**src/rtl/tone_sweep_pkg.sv**
```systemverilog
// tone_sweep_pkg: shared types and default widths for the stepped tone sweep sequencer.
package tone_sweep_pkg;

    localparam int FTW_W     = 32;
    localparam int DWELL_W   = 24;
    localparam int NSTEP_W   = 16;
    localparam int AMPL_W    = 16;
    localparam int RAMP_STEP = 256;

    typedef enum logic [2:0] {
        IDLE,
        RAMP_UP,
        DWELL,
        RAMP_DOWN,
        FINISH
    } sweep_state_t;

    typedef struct packed {
        logic [FTW_W-1:0]   start_ftw;
        logic [FTW_W-1:0]   step_ftw;
        logic [NSTEP_W-1:0] num_steps;
        logic [DWELL_W-1:0] dwell;
        logic [AMPL_W-1:0]  ampl;
        logic               loop;
    } sweep_cfg_t;

    // A dwell of 0 behaves as 1, so the reload value is max(d,1)-1.
    function automatic logic [DWELL_W-1:0] dwell_reload(input logic [DWELL_W-1:0] d);
        return (d == '0) ? '0 : d - 1'b1;
    endfunction

endpackage

```
**src/rtl/sweep_ampl_ramp.sv**
```systemverilog
// sweep_ampl_ramp: saturating linear amplitude ramp toward a target (up) or toward zero (down).
module sweep_ampl_ramp #(
    parameter int AMPL_W    = tone_sweep_pkg::AMPL_W,
    parameter int RAMP_STEP = tone_sweep_pkg::RAMP_STEP
) (
    input  logic              clk,
    input  logic              reset_n,
    input  logic              i_up,
    input  logic              i_down,
    input  logic [AMPL_W-1:0] i_target,
    output logic [AMPL_W-1:0] o_ampl,
    output logic              o_at_target
);

    localparam logic [AMPL_W-1:0] STEP = AMPL_W'(RAMP_STEP);

    logic [AMPL_W-1:0] r_ampl;
    logic [AMPL_W-1:0] w_next;

    assign w_next = i_up   ? ((r_ampl >= i_target || i_target - r_ampl <= STEP) ? i_target : r_ampl + STEP) :
                    i_down ? ((r_ampl <= STEP) ? '0 : r_ampl - STEP) :
                    r_ampl;

    always_ff @(posedge clk or negedge reset_n) begin
        if (!reset_n)
            r_ampl <= '0;
        else
            r_ampl <= w_next;
    end

    assign o_ampl      = r_ampl;
    assign o_at_target = (r_ampl == i_target);

endmodule

```
**src/rtl/tone_sweep_ctrl.sv**
```systemverilog
// tone_sweep_ctrl: drives the NCO through a stepped FTW sweep with a programmable dwell per tone.
// Define TONE_SWEEP_RAMP_EN for linear amplitude ramps; otherwise the amplitude switches hard.
module tone_sweep_ctrl #(
    parameter int FTW_W   = tone_sweep_pkg::FTW_W,
    parameter int DWELL_W = tone_sweep_pkg::DWELL_W,
    parameter int NSTEP_W = tone_sweep_pkg::NSTEP_W,
    parameter int AMPL_W  = tone_sweep_pkg::AMPL_W
`ifdef TONE_SWEEP_RAMP_EN
    ,
    parameter int RAMP_STEP = tone_sweep_pkg::RAMP_STEP
`endif
) (
    input  logic               clk,
    input  logic               reset_n,
    input  logic [FTW_W-1:0]   cfg_start_ftw,
    input  logic [FTW_W-1:0]   cfg_step_ftw,
    input  logic [NSTEP_W-1:0] cfg_num_steps,
    input  logic [DWELL_W-1:0] cfg_dwell,
    input  logic [AMPL_W-1:0]  cfg_ampl,
    input  logic               cfg_loop,
    input  logic               start,
    input  logic               abort,
    output logic               busy,
    output logic               done,
    output logic [FTW_W-1:0]   ftw_out,
    output logic               ftw_valid,
    output logic               phase_clr,
    output logic [AMPL_W-1:0]  ampl_out,
    output logic [NSTEP_W-1:0] step_idx
);

    import tone_sweep_pkg::*;

    sweep_state_t       r_state;
    sweep_state_t       w_next;
    sweep_cfg_t         r_cfg;
    logic [FTW_W-1:0]   r_ftw;
    logic [NSTEP_W-1:0] r_step_idx;
    logic [DWELL_W-1:0] r_dwell;
    logic               r_ftw_valid;
    logic               r_phase_clr;
    logic               w_start;
    logic               w_expire;
    logic               w_last;
    logic               w_step;
    logic               w_up_done;
    logic               w_down_done;

`ifdef TONE_SWEEP_RAMP_EN
    localparam sweep_state_t S_RUN = RAMP_UP;
    localparam sweep_state_t S_END = RAMP_DOWN;

    sweep_ampl_ramp #(
        .AMPL_W    (AMPL_W),
        .RAMP_STEP (RAMP_STEP)
    ) u_ramp (
        .clk         (clk),
        .reset_n     (reset_n),
        .i_up        (r_state == RAMP_UP),
        .i_down      (r_state == RAMP_DOWN),
        .i_target    (r_cfg.ampl),
        .o_ampl      (ampl_out),
        .o_at_target (w_up_done)
    );

    assign w_down_done = (ampl_out == '0);
`else
    localparam sweep_state_t S_RUN = DWELL;
    localparam sweep_state_t S_END = FINISH;

    assign w_up_done   = 1'b1;
    assign w_down_done = 1'b1;
    assign ampl_out    = (r_state == DWELL) ? r_cfg.ampl : '0;
`endif

    assign w_start  = (r_state == IDLE) && start && !abort;
    // Expiry is acted on only in DWELL, so a dwell that runs out during the ramp steps on the first DWELL cycle.
    assign w_expire = (r_state == DWELL) && (r_dwell == '0) && !abort;
    assign w_last   = (r_step_idx == r_cfg.num_steps);
    assign w_step   = w_expire && (!w_last || r_cfg.loop);

    always_ff @(posedge clk or negedge reset_n) begin
        if (!reset_n)
            r_state <= IDLE;
        else
            r_state <= w_next;
    end

    always_comb begin
        w_next = r_state;
        case (r_state)
            IDLE:      w_next = w_start ? S_RUN : IDLE;
            RAMP_UP:   w_next = abort ? S_END : (w_up_done ? DWELL : RAMP_UP);
            DWELL:     w_next = (abort || (w_expire && !w_step)) ? S_END : DWELL;
            RAMP_DOWN: w_next = w_down_done ? FINISH : RAMP_DOWN;
            default:   w_next = IDLE;
        endcase
    end

    always_comb begin
        busy = (r_state != IDLE);
        done = (r_state == FINISH);
    end

    always_ff @(posedge clk or negedge reset_n) begin
        if (!reset_n) begin
            r_cfg       <= '0;
            r_ftw       <= '0;
            r_step_idx  <= '0;
            r_dwell     <= '0;
            r_ftw_valid <= 1'b0;
            r_phase_clr <= 1'b0;
        end else begin
            r_ftw_valid <= w_start || w_step;
            r_phase_clr <= w_start;
            if (w_start) begin
                r_cfg      <= '{start_ftw: cfg_start_ftw, step_ftw: cfg_step_ftw, num_steps: cfg_num_steps,
                                dwell: cfg_dwell, ampl: cfg_ampl, loop: cfg_loop};
                r_ftw      <= cfg_start_ftw;
                r_step_idx <= '0;
                r_dwell    <= dwell_reload(cfg_dwell);
            end else if (w_step) begin
                r_ftw      <= w_last ? r_cfg.start_ftw : r_ftw + r_cfg.step_ftw;
                r_step_idx <= w_last ? '0 : r_step_idx + 1'b1;
                r_dwell    <= dwell_reload(r_cfg.dwell);
            end else if (r_dwell != '0 && (r_state == RAMP_UP || r_state == DWELL)) begin
                r_dwell    <= r_dwell - 1'b1;
            end
        end
    end

    assign ftw_out   = r_ftw;
    assign ftw_valid = r_ftw_valid;
    assign phase_clr = r_phase_clr;
    assign step_idx  = r_step_idx;

endmodule

```
**config.mk**
```make
export PLATFORM = sky130hd
export DESIGN_NAME = tone_sweep_ctrl
export DESIGN_NICKNAME = d
export VERILOG_FILES = /design/src/rtl/tone_sweep_pkg.sv /design/src/rtl/sweep_ampl_ramp.sv /design/src/rtl/tone_sweep_ctrl.sv
export SDC_FILE = /design/constraint.sdc
export NUM_CORES = 1
export LEC_CHECK = 0
export CORE_MARGIN = 3
export CORE_UTILIZATION = 59
export CTS_CLUSTER_DIAMETER = 50
export CTS_CLUSTER_SIZE = 30
export DETAILED_ROUTE_END_ITERATION = 16
export PLACE_DENSITY_LB_ADDON = 0.15
export SETUP_SLACK_MARGIN = 0.3
export SYNTH_ARGS = -nofsm -noshare
export SYNTH_HDL_FRONTEND = slang
export SYNTH_HIERARCHICAL = 1
export SYNTH_SLANG_ARGS = --single-unit
```
**constraint.sdc**
```tcl
create_clock -name clk -period 4.15 [get_ports clk]
set_input_delay 0.6225 -clock clk [delete_from_list [all_inputs] [get_ports clk]]
set_output_delay 0.6225 -clock clk [all_outputs]
set_load 0.02 [all_outputs]
```
==> results.sh, run 1 <==
export IMPL_drt_pre_antenna_iters=5
export IMPL_async_flop_share=1.00
export IMPL_synth_xor_area_frac=0.0653
export IMPL_period_needed_ps=3540
export IMPL_synth_area_top_cells="dfrtp_1 42%, nand2_1 15%, ha_1 4.1%, xor2_1 3.6%, a21oi_1 3.2%"
export IMPL_path_buf_inv=0
export IMPL_syn_area_um2=11700
export IMPL_setup_slack_ps=611
export IMPL_cellLeakagePower_nw=6.61
export IMPL_cpLargestDelayFamily="compound AO/OA/AOI/OAI gates"
export IMPL_drc=0
export IMPL_drive_above_1_share=0.0486
export IMPL_io_pins=193
export IMPL_drv_slew=0
export IMPL_rows=50
export IMPL_htreeDepth=4
export IMPL_worst_pin_slew_ps=1190
export IMPL_critPathRequiredTime_ps=4450
export IMPL_post_cts_resized=0
export IMPL_die_height_um=147
export IMPL_status="finished, final reports clean"
export IMPL_cp_end_kind="register"
export IMPL_groute_usage_overall=0.304
export IMPL_syn_nets=1575
export IMPL_worst_setup_path_type="reg2reg"
export IMPL_synth_cell_type_count=79
export IMPL_synth_top_area_frac=0.423
export IMPL_cts_hold_buf=0
export IMPL_power_density_nw_per_um2=503
export IMPL_fmax_mhz=283
export IMPL_path_clk_slew_ps=70
export IMPL_crit_chain="ha_1, fa_1, a21o_1, a311oi_1, nor2_1, o21ai_0, o21ai_0, a311oi_1, xor2_1, o21ai_0"
export IMPL_regToRegEndpoint="ftw_out[24]$_DFFE_PN0P_"
export IMPL_num_vias=10785
export IMPL_grt_pass1_vias=10867
export IMPL_synth_flop_cell="dfrtp_1"
export IMPL_synthCells=1411
export IMPL_crit_path_start_kind="register"
export IMPL_vias_per_cell=5.85
export IMPL_clock_latency_ps=430
export IMPL_synth_compound_area_frac=0.152
export IMPL_tns_ps=0
export IMPL_muxShareOfSynthArea=0.00515
export IMPL_cpMostUsedCell="o21ai_0"
export IMPL_hold_worst_slack_ps=215
export IMPL_grt_pass1_wl_um=54000
export IMPL_syn2layout_area_growth_pct=23.1
export IMPL_cts_buffer_depth=2
export IMPL_dieArea_um2=21500
export IMPL_slowest_stage="a311oi_1"
export IMPL_maxCapViolations=0
export IMPL_multi_input_area_um2=6390
export IMPL_diodes=0
export IMPL_post_drt_wl_per_cell_um=17.6
export IMPL_ir_worst_vdd_mv=0.305
export IMPL_cp_arrival_ps=3840
export IMPL_synth_top_family_by_area="simple AND/OR/NAND/NOR gates"
export IMPL_ff2ff_path_depth=10
export IMPL_cts_root_buf="clkbuf_16"
export IMPL_post_cts_setup_buffers=0
export IMPL_synth_top_cell_by_area="dfrtp_1"
export IMPL_antenna_found_initial=0
export IMPL_grt_max_degree=134
export IMPL_r2r_start="ftw_out[0]$_DFFE_PN0P_"
export IMPL_relSlewSlack=0.207
export IMPL_initial_core_util=0.611
export IMPL_cts_sinks=197
export IMPL_die_x_um=147
export IMPL_avgSynthCellArea_um2=8.27
export IMPL_synthSimpleGateAreaFrac=0.282
export IMPL_finalSetupViolations=0
export IMPL_drtIter0Drc=771
export IMPL_rsz0062_at_grt="no"
export IMPL_cts_tree="yes"
export IMPL_grt_remaining_overflow=0
export IMPL_final_hold_viol_count=0
export IMPL_hold_path_class="in2async"
export IMPL_core_area_um2=19100
export IMPL_nFillCells=1434
export IMPL_path_max_fanout=4
export IMPL_fin_crit_sh=0.853
export IMPL_place_hpwl_um=22800
export IMPL_io_buffer_count=192
export IMPL_worst_r2r_setup_slack_ps=610
export IMPL_fin_skew_ps=10.9
export IMPL_dp_slack_ps=322
export IMPL_gp_congestion=0.915
export IMPL_fin_nets=1737
export IMPL_seq_area_um2=4930
export IMPL_synth_edf_count=0
export IMPL_yosysWarnings=6
export IMPL_numCtsBuffers=17
export IMPL_synth_fa_ha_area_frac=0.0425
export IMPL_synth_seq_cells=197
export IMPL_yosysSeqAreaShare=0.423
export IMPL_routed_wl_um=32500
export IMPL_crit_path_max_incr_delay_ps=540
export IMPL_postRouteAntennaNets=0
per-stage QoR:
stage | area [µm²] | utilization | power [mW] | instances
after floorplan | 11700 | - | 4.67 | 1411
after global placement | 13800 | 0.722 | 5.47 | 1813
after detailed placement | 13800 | 0.722 | 5.58 | 1813
after CTS | 14300 | 0.752 | 7.21 | 1844
after global routing | 14400 | 0.752 | 7.69 | 1845
final | 14400 | 0.752 | 7.22 | 1845
placed cells by master (no fill, tap or decap), drive strengths merged, types with 9 or more instances in the layout:
master	instances
a21o	16
or3	14
nor2	89
nand2b	9
nor3	30
buf	12
nand2	454
xor2	48
clkbuf	22
a21oi	75
o211ai	17
dfrtp	197
xnor2	39
o21a	9
a211oi	9
o22ai	11
a31oi	14
or4	9
nor4	19
and2	21
inv	28
nand4	11
o21ai	63
ha	38
and3	12
clkdlybuf4s50	191
nand3	19
o31ai	10
sequential cells by signal (all words and copies together), names as in the netlist:
signal     cells
r_cfg        121
ftw_out       32
r_dwell       24
step_idx      16
r_state        2
ftw_valid      1
phase_clr      1
area by class of cell:
type,count,share of cell area
multi-input combinational,1127,0.446
clock inverter,10,0.00697
sequential,197,0.344
tap,260,0.0227
inverter,26,0.00697
timing repair buffer,204,0.142
clock buffer,21,0.0321
metal layers:
layer,vias to the layer above,GRT usage,part of all wire
met5,-,0,0
met4,0,0.0997,0.023
met3,62,0.0627,0.077
met2,427,0.490,0.47
met1,5143,0.414,0.43
li1,5153,-,-
power breakdown:
part / switching, mW / total (mW) / leakage (nW) / internal, mW
clock network: 0.747 / 1.61 / 0.274 / 0.863
registers: 0.442 / 2.82 / 2.46 / 2.38
logic: 1.55 / 2.79 / 3.87 / 1.24
worst register-to-register path, stage by stage, from the launching register on:
cell and delay [ps]:
dfrtp_1 410, ha_1 250, fa_1 410, a21o_1 220, a311oi_1 540, nor2_1 160
o21ai_0 530, o21ai_0 270, a311oi_1 370, xor2_1 160, o21ai_0 90
Yosys cell counts, types with 12 or more instances:
master / number
a21o_1: 16
o21ai_0: 61
or3_1: 13
xor2_1: 48
o211ai_1: 17
ha_1: 38
nor4_1: 13
and2_1: 21
clkbuf_1: 49
and3_1: 12
a31oi_1: 14
dfrtp_1: 197
a21oi_1: 74
nor2_1: 87
nand2_1: 452
nor3_1: 29
inv_1: 24
xnor2_1: 39
nand3_1: 19
kinds of logic (layout without fill, tap and decap cells):
kind of cell | Yosys count | after routing
compound gates | 276 | 276
xor+xnor | 87 | 87
fa+ha+maj | 39 | 39
buf+inv | 88 | 261
flops | 197 | 197
mux | 6 | 6
simple gates | 718 | 719
worst max-delay path by stage:
stage / start / to / cells past startpoint / slack (ps)
2_1_floorplan: ftw_out[0]$_DFFE_PN0P_ / ftw_out[24]$_DFFE_PN0P_ / 10 / 1180
4_1_cts: step_idx[3]$_DFFE_PN0P_ / r_dwell[21]$_DFFE_PN0P_ / 8 / 490
3_3_place_gp: abort / r_dwell[21]$_DFFE_PN0P_ / 8 / 380
5_1_grt: ftw_out[0]$_DFFE_PN0P_ / ftw_out[24]$_DFFE_PN0P_ / 10 / 360
3_5_place_dp: abort / r_dwell[21]$_DFFE_PN0P_ / 8 / 320
6_report: ftw_out[0]$_DFFE_PN0P_ / ftw_out[24]$_DFFE_PN0P_ / 10 / 610
(Power assumes the default switching activity.)
==> run 2: changes to the inputs <==
CORE_MARGIN = 2   (was 3)
==> results.sh, run 2 (synthesis results as in run 1) <==
export IMPL_status="finished, final reports clean"
export IMPL_routed_wl_um=32500
export IMPL_die_height_um=145
export IMPL_drc=0
export IMPL_fmax_mhz=286
export IMPL_grt_pass1_wl_um=51700
export IMPL_cts_hold_buf=0
export IMPL_post_cts_resized=0
export IMPL_cp_end_kind="register"
export IMPL_slowest_stage="o21ai_0"
export IMPL_worst_setup_path_type="reg2reg"
export IMPL_tns_ps=0
export IMPL_rsz0062_at_grt="no"
export IMPL_relSlewSlack=0.138
export IMPL_num_vias=11004
export IMPL_cts_root_buf="clkbuf_16"
export IMPL_antenna_found_initial=0
export IMPL_drt_pre_antenna_iters=5
export IMPL_postLayoutCellArea_um2=14400
export IMPL_groute_usage_overall=0.315
export IMPL_cts_sinks=197
export IMPL_final_cell_mix="452 x nand2_1, 197 x dfrtp_1, 191 x clkdlybuf4s50_1"
export IMPL_crit_path_start_kind="register"
export IMPL_cts_buffer_depth=2
export IMPL_grt_max_degree=110
export IMPL_worst_pin_slew_ps=1290
export IMPL_critPathRequiredTime_ps=4480
export IMPL_path_max_fanout=4
export IMPL_hold_path_class="in2async"
export IMPL_htreeDepth=4
export IMPL_fin_crit_sh=0.844
export IMPL_cts_tree="yes"
export IMPL_maxCapViolations=0
export IMPL_ff2ff_path_depth=10
export IMPL_dieArea_um2=20900
export IMPL_rows=51
export IMPL_diodes=0
export IMPL_cellLeakagePower_nw=6.65
export IMPL_clock_latency_ps=440
export IMPL_core_area_um2=19400
export IMPL_io_buffer_count=192
export IMPL_period_needed_ps=3500
export IMPL_ir_worst_vdd_mv=0.337
export IMPL_final_hold_viol_count=0
export IMPL_power_density_nw_per_um2=508
export IMPL_placed_area_um2=13800
export IMPL_vias_per_cell=5.93
export IMPL_die_x_um=145
export IMPL_finalSetupViolations=0
export IMPL_crit_path_max_incr_delay_ps=540
export IMPL_gp_congestion=0.913
export IMPL_grt_remaining_overflow=0
export IMPL_regMostFlops="r_cfg"
export IMPL_postRouteAntennaNets=0
export IMPL_io_pins=193
export IMPL_crit_chain="ha_1, fa_1, a21o_1, a311oi_1, nor2_1, o21ai_0, o211ai_1, a41oi_1, xor2_1, a221oi_1"
export IMPL_cp_arrival_ps=3830
export IMPL_final_common_cell="nand2_1"
export IMPL_post_drt_wl_per_cell_um=17.5
export IMPL_numCtsBuffers=17
export IMPL_initial_core_util=0.601
export IMPL_largest_register_ffs=121
export IMPL_fin_skew_ps=9.64
export IMPL_fin_nets=1743
export IMPL_drive_above_1_share=0.0521
export IMPL_path_clk_slew_ps=70
export IMPL_place_hpwl_um=22900
export IMPL_drv_slew=0
export IMPL_grt_pass1_vias=10342
export IMPL_drtIter0Drc=966
export IMPL_post_cts_setup_buffers=0
export IMPL_syn2layout_area_growth_pct=23.7
[run 2: where the power goes]
group          internal [mW]  total (mW)  switching [mW]
Clock                  0.911        1.70           0.790
Sequential              2.38        2.82           0.441
Combinational           1.24        2.81            1.57
Total                   4.53        7.33            2.80
[run 2: cell type report]
cell class	count	area (µm²)
well taps	265	332
fillers	1498	4970
flip-flops and latches	197	4930
clock buffers	19	433
clock inverters	13	161
repair buffers	211	2080
inverters	26	100
multi-input cells	1126	6390
[run 2: path summary, 6_finish.rpt]
check	start	end	slack, ps
max	ftw_out[0]$_DFFE_PN0P_	ftw_out[28]$_DFFE_PN0P_	650
max reg2reg	ftw_out[0]$_DFFE_PN0P_	ftw_out[28]$_DFFE_PN0P_	650
min reg2reg	r_cfg[13]$_DFFE_PN0P_	r_cfg[13]$_DFFE_PN0P_	470
min	reset_n	r_cfg[33]$_DFFE_PN0P_	310
max in group asynchronous	reset_n	step_idx[13]$_DFFE_PN0P_	2800
min in group clk	r_cfg[13]$_DFFE_PN0P_	r_cfg[13]$_DFFE_PN0P_	470
[run 2: per-layer routing]
metal	wire length, µm	GRT usage	vias to the layer above
li1	-	-	5175
met1	13700	0.421	5259
met2	15500	0.521	490
met3	2370	0.0490	80
met4	976	0.116	0
met5	0	0	-
[run 2: critical path: cells and delay by family, from the launching register on]
family / cells / cell delay, ps
AO/OA/AOI/OAI: 6 / 2100
adder cells (fa/ha/maj): 2 / 670
flip-flops: 1 / 400
AND/OR/NAND/NOR: 1 / 130
XOR/XNOR: 1 / 100
[run 2: stage by stage]
stage          power (mW)  setup slack, ps  utilization  std cells  hold WS [ps]
3_3_place_gp         5.51              674        0.713       1825           447
3_5_place_dp         5.59              637        0.713       1825           454
5_1_grt              7.77              426        0.744       1857           379
4_1_cts              7.31              725        0.744       1857           334
2_1_floorplan        4.67             1180            -       1411           327
6_report             7.33              648        0.744       1857           309
==> run 3: changes to the inputs <==
CORE_UTILIZATION = 49   (was 59)
clock period = 2.9 ns   (was 4.15 ns; I/O delays follow)
==> results.sh, run 3 (synthesis results as in run 1) <==
export IMPL_status="finished, final reports clean"
export IMPL_rsz0062_at_grt="yes"
export IMPL_grt_remaining_overflow=0
export IMPL_grt_busiest_layer="met2"
export IMPL_core_area_um2=23400
export IMPL_dp_slack_ps=-146
export IMPL_largest_register_ffs=121
export IMPL_p_clk_frac=0.210
export IMPL_routed_wl_um=35700
export IMPL_setup_slack_ps=175
export IMPL_switching_share=0.393
export IMPL_io_pins=193
export IMPL_use_met1=0.384
export IMPL_finalSetupViolations=0
export IMPL_drv_slew=0
export IMPL_worst_pin_slew_ps=664
export IMPL_postRouteAntennaNets=0
export IMPL_drtIter0Drc=956
export IMPL_postLayoutCellArea_um2=16100
export IMPL_grt_pass1_vias=10662
export IMPL_p_int_mw=6.86
export IMPL_clock_latency_ps=450
export IMPL_post_drt_wl_per_cell_um=17.8
export IMPL_maxCapViolations=0
export IMPL_power_density_nw_per_um2=702
export IMPL_die_x_um=158
export IMPL_die_height_um=158
export IMPL_p_sw_mw=4.45
export IMPL_period_needed_ps=2730
export IMPL_dieArea_um2=25100
export IMPL_groute_usage_overall=0.278
export IMPL_hold_path_class="in2async"
export IMPL_io_buffer_count=192
export IMPL_diodes=0
export IMPL_worst_setup_path_type="reg2reg"
export IMPL_grt_pass1_wl_um=54600
export IMPL_cts_sinks=197
export IMPL_fin_skew_ps=13.3
export IMPL_cellLeakagePower_nw=7.32
export IMPL_initial_core_util=0.498
export IMPL_placed_area_um2=14300
export IMPL_vias_per_cell=5.66
export IMPL_cp_arrival_ps=3050
export IMPL_final_common_cell="nand2_1"
export IMPL_finalNonFillerCells=2009
export IMPL_post_route_util=0.688
export IMPL_total_power_mw=11.3
export IMPL_drc=0
export IMPL_critPathRequiredTime_ps=3230
export IMPL_seqPwrFrac=0.362
export IMPL_antenna_found_initial=1
export IMPL_final_hold_viol_count=0
export IMPL_cts_hold_buf=0
export IMPL_fmax_mhz=367
export IMPL_num_vias=11372
export IMPL_nFillCells=1904
export IMPL_fin_nets=1841
export IMPL_p_comb_frac=0.427
export IMPL_syn2layout_area_growth_pct=38.1
export IMPL_final_cell_mix="444 x nand2_1, 188 x dfrtp_1, 188 x clkdlybuf4s50_1"
export IMPL_ir_worst_vdd_mv=0.322
export IMPL_cts_tree="yes"
export IMPL_relSlewSlack=0.558
export IMPL_path_clk_slew_ps=80
export IMPL_regMostFlops="r_cfg"
export IMPL_place_inst=1925
export IMPL_htreeDepth=4
export IMPL_grtUsageMet3=0.0509
export IMPL_fin_crit_sh=0.940
export IMPL_rows=56
export IMPL_place_hpwl_um=23700
export IMPL_cts_buffer_depth=2
export IMPL_crit_path_start_kind="register"
export IMPL_numCtsBuffers=17
export IMPL_use_met2=0.452
export IMPL_path_max_fanout=2
export IMPL_cp_end_kind="register"
export IMPL_grt_max_degree=77
export IMPL_gp_congestion=0.879
export IMPL_cts_root_buf="clkbuf_16"
export IMPL_drt_pre_antenna_iters=7
export IMPL_drive_above_1_share=0.169
run 3: what timing repair did:
| action | 4_1_cts | 5_1_grt |
|---|---|---|
| pin swaps | 16 | 61 |
| buffers inserted | 12 | 36 |
| resized for setup | 42 | 111 |
| gates cloned | 1 | 3 |
| setup endpoints to repair | 28 | 48 |
run 3: metal layers:
metal  wire length, µm  share of wire  vias up
met5                 0              0        -
met4               780          0.022        0
met3              2330          0.065       57
met2             16700           0.47      427
met1             15900           0.44     5513
li1                  -              -     5375
run 3: final cells by class:
type / instances / area (µm²) / area share
clock buffers: 19 / 443 / 0.0275
clock inverters: 13 / 130 / 0.00808
flip-flops and latches: 197 / 4940 / 0.307
inverters: 26 / 105 / 0.00652
well taps: 319 / 399 / 0.0248
multi-input cells: 1126 / 7040 / 0.437
repair buffers: 309 / 3050 / 0.189
run 3: power by group through the flow:
stage | combinational [mW] | sequential, mW | clock [mW]
6_report | 4.83 | 4.09 | 2.38
5_1_grt | 5.29 | 4.17 | 2.53
4_1_cts | 4.29 | 4.04 | 2.41
3_5_place_dp | 4.05 | 4.06 | 0
3_3_place_gp | 3.98 | 4.04 | 0
2_1_floorplan | 2.65 | 4.05 | 0
run 3: critical path: stages (launching register included):
cell and delay, ps:
dfrtp_1 410, ha_4 180, fa_2 350, a21o_1 210, a311oi_2 310, nor2_2 100, o21ai_2 210, buf_4 160
buf_6 100, buf_6 100, a31oi_4 70, nor2_2 130, xor2_1 180, o21ai_1 90
run 3: final timing paths:
check	endpoint	slack [ps]	depth (start not counted)	start
min reg2reg	r_cfg[5]$_DFFE_PN0P_	470	2	r_cfg[5]$_DFFE_PN0P_
max	ftw_out[20]$_DFFE_PN0P_	170	13	r_cfg[57]$_DFFE_PN0P_
max reg2reg	ftw_out[20]$_DFFE_PN0P_	170	13	r_cfg[57]$_DFFE_PN0P_
min in group clk	r_cfg[27]$_DFFE_PN0P_	340	4	cfg_dwell[10]
max in group asynchronous	step_idx[8]$_DFFE_PN0P_	2110	2	reset_n
min	r_dwell[15]$_DFFE_PN0P_	9	1	reset_n
run 3: through the flow:
stage / hold WS, ps / setup TNS (ps)
after global routing: 53.4 / 0
after global placement: 446 / -136
after floorplan: 139 / 0
after detailed placement: 454 / -588
final: 9.15 / 0
after CTS: 41.1 / 0
